==> src/rtl/sort_pkg.sv <==
// sort_pkg: shared state encoding and sizing constants for the four-element bubble sorter
package sort_pkg;
  typedef enum logic [1:0] {IDLE, COMPARE, DONE} state_t;
  localparam int NUM_ELEM = 4;
  localparam int PASS_W = 2;
  localparam int IDX_W = 2;
endpackage

==> src/rtl/compare_swap.sv <==
// compare_swap: orders one adjacent pair; lo goes to the lower index, equal values stay put
module compare_swap #(
  parameter int W = 4,
  parameter bit DESCENDING = 0
) (
  input  logic [W-1:0] a,
  input  logic [W-1:0] b,
  output logic [W-1:0] lo,
  output logic [W-1:0] hi,
  output logic         swap
);
  assign swap = DESCENDING ? (a < b) : (a > b);
  assign lo = swap ? b : a;
  assign hi = swap ? a : b;
endmodule

==> src/rtl/bubble_sorter.sv <==
// bubble_sorter: sequential bubble sort of four elements, one adjacent compare per cycle.
// Define BUBBLE_SORTER_EARLY_EXIT_EN to finish as soon as a whole pass makes no swaps.
module bubble_sorter
  import sort_pkg::*;
#(
  parameter int W = 4,
  parameter bit DESCENDING = 0
) (
  input  logic         clk,
  input  logic         rst_n,
  input  logic         start,
  input  logic [W-1:0] first_reg,
  input  logic [W-1:0] second_reg,
  input  logic [W-1:0] third_reg,
  input  logic [W-1:0] fourth_reg,
  output logic [W-1:0] out0,
  output logic [W-1:0] out1,
  output logic [W-1:0] out2,
  output logic [W-1:0] out3,
  output logic         busy,
  output logic         done,
  output logic [2:0]   swap_count
);
`ifdef BUBBLE_SORTER_EARLY_EXIT_EN
  localparam bit EARLY = 1'b1;
`else
  localparam bit EARLY = 1'b0;
`endif
  state_t state, state_n;
  logic [PASS_W-1:0] pass, pass_n;
  logic [IDX_W-1:0] idx, idx_n, nxt;
  logic [W-1:0] e [NUM_ELEM];
  logic [W-1:0] e_n [NUM_ELEM];
  logic [2:0] cnt, cnt_n;
  logic any, any_n, last;
  logic [W-1:0] lo, hi;
  logic sw;
  assign nxt = idx + 1'b1;
  compare_swap #(.W(W), .DESCENDING(DESCENDING)) u_cs (
    .a(e[idx]), .b(e[nxt]), .lo(lo), .hi(hi), .swap(sw)
  );
  assign last = (idx + pass) == 2'd2;
  always_comb begin
    state_n = state;
    pass_n = pass;
    idx_n = idx;
    e_n = e;
    cnt_n = cnt;
    any_n = any;
    if (state == IDLE) begin
      if (start) begin
        e_n = '{first_reg, second_reg, third_reg, fourth_reg};
        cnt_n = '0;
        pass_n = '0;
        idx_n = '0;
        any_n = 1'b0;
        state_n = COMPARE;
      end
    end else if (state == COMPARE) begin
      if (sw) begin
        e_n[idx] = lo;
        e_n[nxt] = hi;
        cnt_n = cnt + 3'd1;
      end
      any_n = any | sw;
      idx_n = nxt;
      if (last) begin
        pass_n = pass + 1'b1;
        idx_n = '0;
        any_n = 1'b0;
        state_n = (pass == 2'd2 || (EARLY && !(any | sw))) ? DONE : COMPARE;
      end
    end else begin
      pass_n = '0;
      idx_n = '0;
      state_n = IDLE;
    end
  end
  always_ff @(posedge clk or negedge rst_n) begin
    if (!rst_n) begin
      state <= IDLE;
      pass <= '0;
      idx <= '0;
      e <= '{default: '0};
      cnt <= '0;
      any <= 1'b0;
    end else begin
      state <= state_n;
      pass <= pass_n;
      idx <= idx_n;
      e <= e_n;
      cnt <= cnt_n;
      any <= any_n;
    end
  end
  assign busy = state == COMPARE;
  assign done = state == DONE;
  assign {out0, out1, out2, out3} = {e[0], e[1], e[2], e[3]};
  assign swap_count = cnt;
endmodule

==> config.mk <==
export PLATFORM = sky130hd
export DESIGN_NAME = bubble_sorter
export DESIGN_NICKNAME = d
export VERILOG_FILES = /design/src/rtl/sort_pkg.sv /design/src/rtl/compare_swap.sv /design/src/rtl/bubble_sorter.sv
export SDC_FILE = /design/constraint.sdc
export NUM_CORES = 1
export LEC_CHECK = 0
export ABC_AREA = 1
export ABC_CLOCK_PERIOD_IN_PS = 3450
export CORE_MARGIN = 4
export CORE_UTILIZATION = 30
export CTS_CLUSTER_SIZE = 24
export DETAILED_ROUTE_END_ITERATION = 7
export GPL_ROUTABILITY_DRIVEN = 0
export MAX_ROUTING_LAYER = met4
export PLACE_DENSITY_LB_ADDON = 0.05
export RECOVER_POWER = 25
export SYNTH_ARGS = -nofsm -noshare
export SYNTH_HDL_FRONTEND = slang
export SYNTH_SLANG_ARGS = --single-unit
==> constraint.sdc <==
create_clock -name clk -period 3.45 [get_ports clk]
set_clock_uncertainty 0.2 [all_clocks]
set_input_delay 0.345 -clock clk [delete_from_list [all_inputs] [get_ports clk]]
set_output_delay 0.345 -clock clk [all_outputs]
set_load 0.02 [all_outputs]
==> results.sh <==
export IMPL_drc=0
export IMPL_cp_end_kind="register"
export IMPL_worst_pin_slew_ns=1.465
export IMPL_mostFrequentLayoutCells="nand2_1 (108), nand3_1 (73), nor2_1 (41), clkdlybuf4s50_1 (38), dfrtp_1 (25)"
export IMPL_grt_use_total_pct=17.14
export IMPL_root_buffer="clkbuf_8"
export IMPL_start_util_pct=30.63
export IMPL_first_pass_iters=5
export IMPL_slew_headroom_pct=2.316
export IMPL_vias_per_cell=4.991
export IMPL_num_vias=2196
export IMPL_core_area_sq_mm=0.006756
export IMPL_synthTopCellsByArea="dfrtp_1 (30%), nand2_1 (20%), nand3_1 (18%)"
export IMPL_routedWlPerCell_um=15.22
export IMPL_slew_viol_final=0
export IMPL_r2r_setup_slack_ns=0.41
export IMPL_path_max_fanout=8
export IMPL_cts_sinks=25
export IMPL_cts_repair_resized=0
export IMPL_layout_commonest_cell="nand2_1"
export IMPL_ys_seq_elements=25
export IMPL_antenna_found_initial=0
export IMPL_min_period_ns=3.043
export IMPL_crit_type="register to register"
export IMPL_startpoint_type="register"
export IMPL_hold_violations=0
export IMPL_drt_iter0_drc=164
export IMPL_final_core_util_pct=38.07
export IMPL_crit_required_ns=3.43
export IMPL_rows=30
export IMPL_synth_simple_gate_area_share_pct=51.93
export IMPL_synth_cells=321
export IMPL_final_nets=391
export IMPL_worstPathArrival_ns=3.03
export IMPL_cpMaxStageDelayCell="dfrtp_1"
export IMPL_crit_chain="inv_1, ha_1, inv_1, nand3_1, nand2_2, ha_1, nand2_1, inv_2, nand2_1, nand2_1, buf_4, nand3_1, nand3_1, nand3_1, nand2_1, nand2_1"
export IMPL_die_area_sq_mm=0.008291
export IMPL_gr_total_overflow=0
export IMPL_antennaDiodeCount=0
export IMPL_die_h_um=91.06
export IMPL_yosys_warnings=0
export IMPL_cts_tree="built"
export IMPL_min_path_type="register to register"
export IMPL_htree_levels=1
export IMPL_grt_pass1_wl_um=11010
export IMPL_synth_xor_area_share_pct=0.8464
export IMPL_grt_max_degree=26
export IMPL_netlist_area_sq_mm=0.002069
export IMPL_synth_compound_area_share_pct=2.781
export IMPL_hpwl_um=5066
export IMPL_drive_above_1_share_pct=8.056
export IMPL_synth_top_family_by_area="simple AND/OR/NAND/NOR gates"
export IMPL_syn_avg_cell_area_sq_um=6.447
export IMPL_floorplan_die_width_um=91.06
export IMPL_yosys_area_top_type_share_pct=30.23
export IMPL_period_share_pct=88.21
export IMPL_final_setup_viol_count=0
export IMPL_rsz0062_at_grt="no"
export IMPL_critPathBufInv=4
export IMPL_io_buffer_count=39
export IMPL_grt_pass1_vias=2065
export IMPL_io_pins=40
export IMPL_synthMuxAreaShare_pct=0
export IMPL_synth_nets=351
export IMPL_insertion_delay_ns=0.28
export IMPL_finalSetupTns_ns=0
export IMPL_clock_path_buffers=2
export IMPL_cpLargestDelayFamily="simple AND/OR/NAND/NOR gates"
export IMPL_ys_types=23
export IMPL_synth_largest_area_cell="dfrtp_1"
export IMPL_cap_violations=0
export IMPL_numCtsBuffers=3
export IMPL_cts_hold_buffers=0
export IMPL_slowest_delay_ns=0.51
export IMPL_synthAdderAreaFrac_pct=6.651
export IMPL_hold_slack_ns=0.3388
export IMPL_yosysSeqAreaShare_pct=30.23
export IMPL_synthToLayoutAreaGrowth_pct=24.30
export IMPL_max_freq_ghz=0.3286
export IMPL_routed_wl_um=6696
export IMPL_post_cts_buffers=0
export IMPL_antenna_left=0
export IMPL_cts_reportedPaths_clkPinSlew_ns=0.11
export IMPL_crit_top_cell="nand2_1"
export IMPL_status="complete, no violations"
## final cells by class
type	instances	area, sq um
Fill cell	725	4184
Multi-Input combinational cell	264	1287
Sequential cell	25	625.6
Timing Repair Buffer	44	424.2
Tap cell	80	100.1
Inverter	23	88.84
Clock buffer	3	41.29
Clock inverter	1	5.005
## cell families (layout without fill, tap and decap cells)
logic type / Yosys count / after routing
compound gates: 10 / 10
flops: 25 / 25
fa+ha+maj: 11 / 11
simple gates: 241 / 241
buf+inv: 32 / 71
xor+xnor: 2 / 2
## synthesized netlist by cell type (all sizes together)
cell and number:
buf 9, nand2 117, or2 1, inv 23
o22ai 1, nand4 1, o21ai 6, nor2 42
a21oi 2, ha 11, xor2 2, o211ai 1
dfrtp 25, nand3 80
## final timing paths
check                                to  cells past startpoint  startpoint
worst max-delay path            out2[0]                     16      idx[1]
worst min-delay path            pass[0]                      2     pass[0]
worst max register to register  out2[0]                     16      idx[1]
worst min register to register  pass[0]                      2     pass[0]
max in group asynchronous       out3[3]                      2       rst_n
min in group asynchronous       out0[0]                      2       rst_n
## state kept, by name, summed over array words and instances (netlist names)
register and cells:
idx 2, out0 4, out1 4, out2 4
out3 4, pass 2, state 2, swap_count 3
## stage by stage
stage | instances | setup slack, ns | instance area [sq um]
after detailed placement | 436 | 0.4113 | 2530
after global placement | 436 | 0.4608 | 2530
after floorplan | 321 | 0.7295 | 2069
after global routing | 440 | 0.02218 | 2572
final | 440 | 0.4067 | 2572
after CTS | 440 | 0.3878 | 2576
## worst reg2reg max path: stages, from the launching register on
cell and delay [ns]:
dfrtp_1 0.51, inv_1 0.19, ha_1 0.41, inv_1 0.13, nand3_1 0.11, nand2_2 0.07
ha_1 0.30, nand2_1 0.06, inv_2 0.05, nand2_1 0.04, nand2_1 0.12, buf_4 0.21
nand3_1 0.18, nand3_1 0.13, nand3_1 0.10, nand2_1 0.07, nand2_1 0.05
## layer usage
| metal | wire length (um) | share of wire, % | GRT usage (%) |
|---|---|---|---|
| met5 | 0 | 0 | - |
| met4 | 181 | 2.7 | 6.030 |
| met3 | 356 | 5.3 | 2.403 |
| met2 | 2840 | 42 | 24.40 |
| met1 | 3318 | 50 | 24.68 |
Power is not shown: default switching activity piles up to over one toggle a cycle in this logic, so the estimate is an artifact.
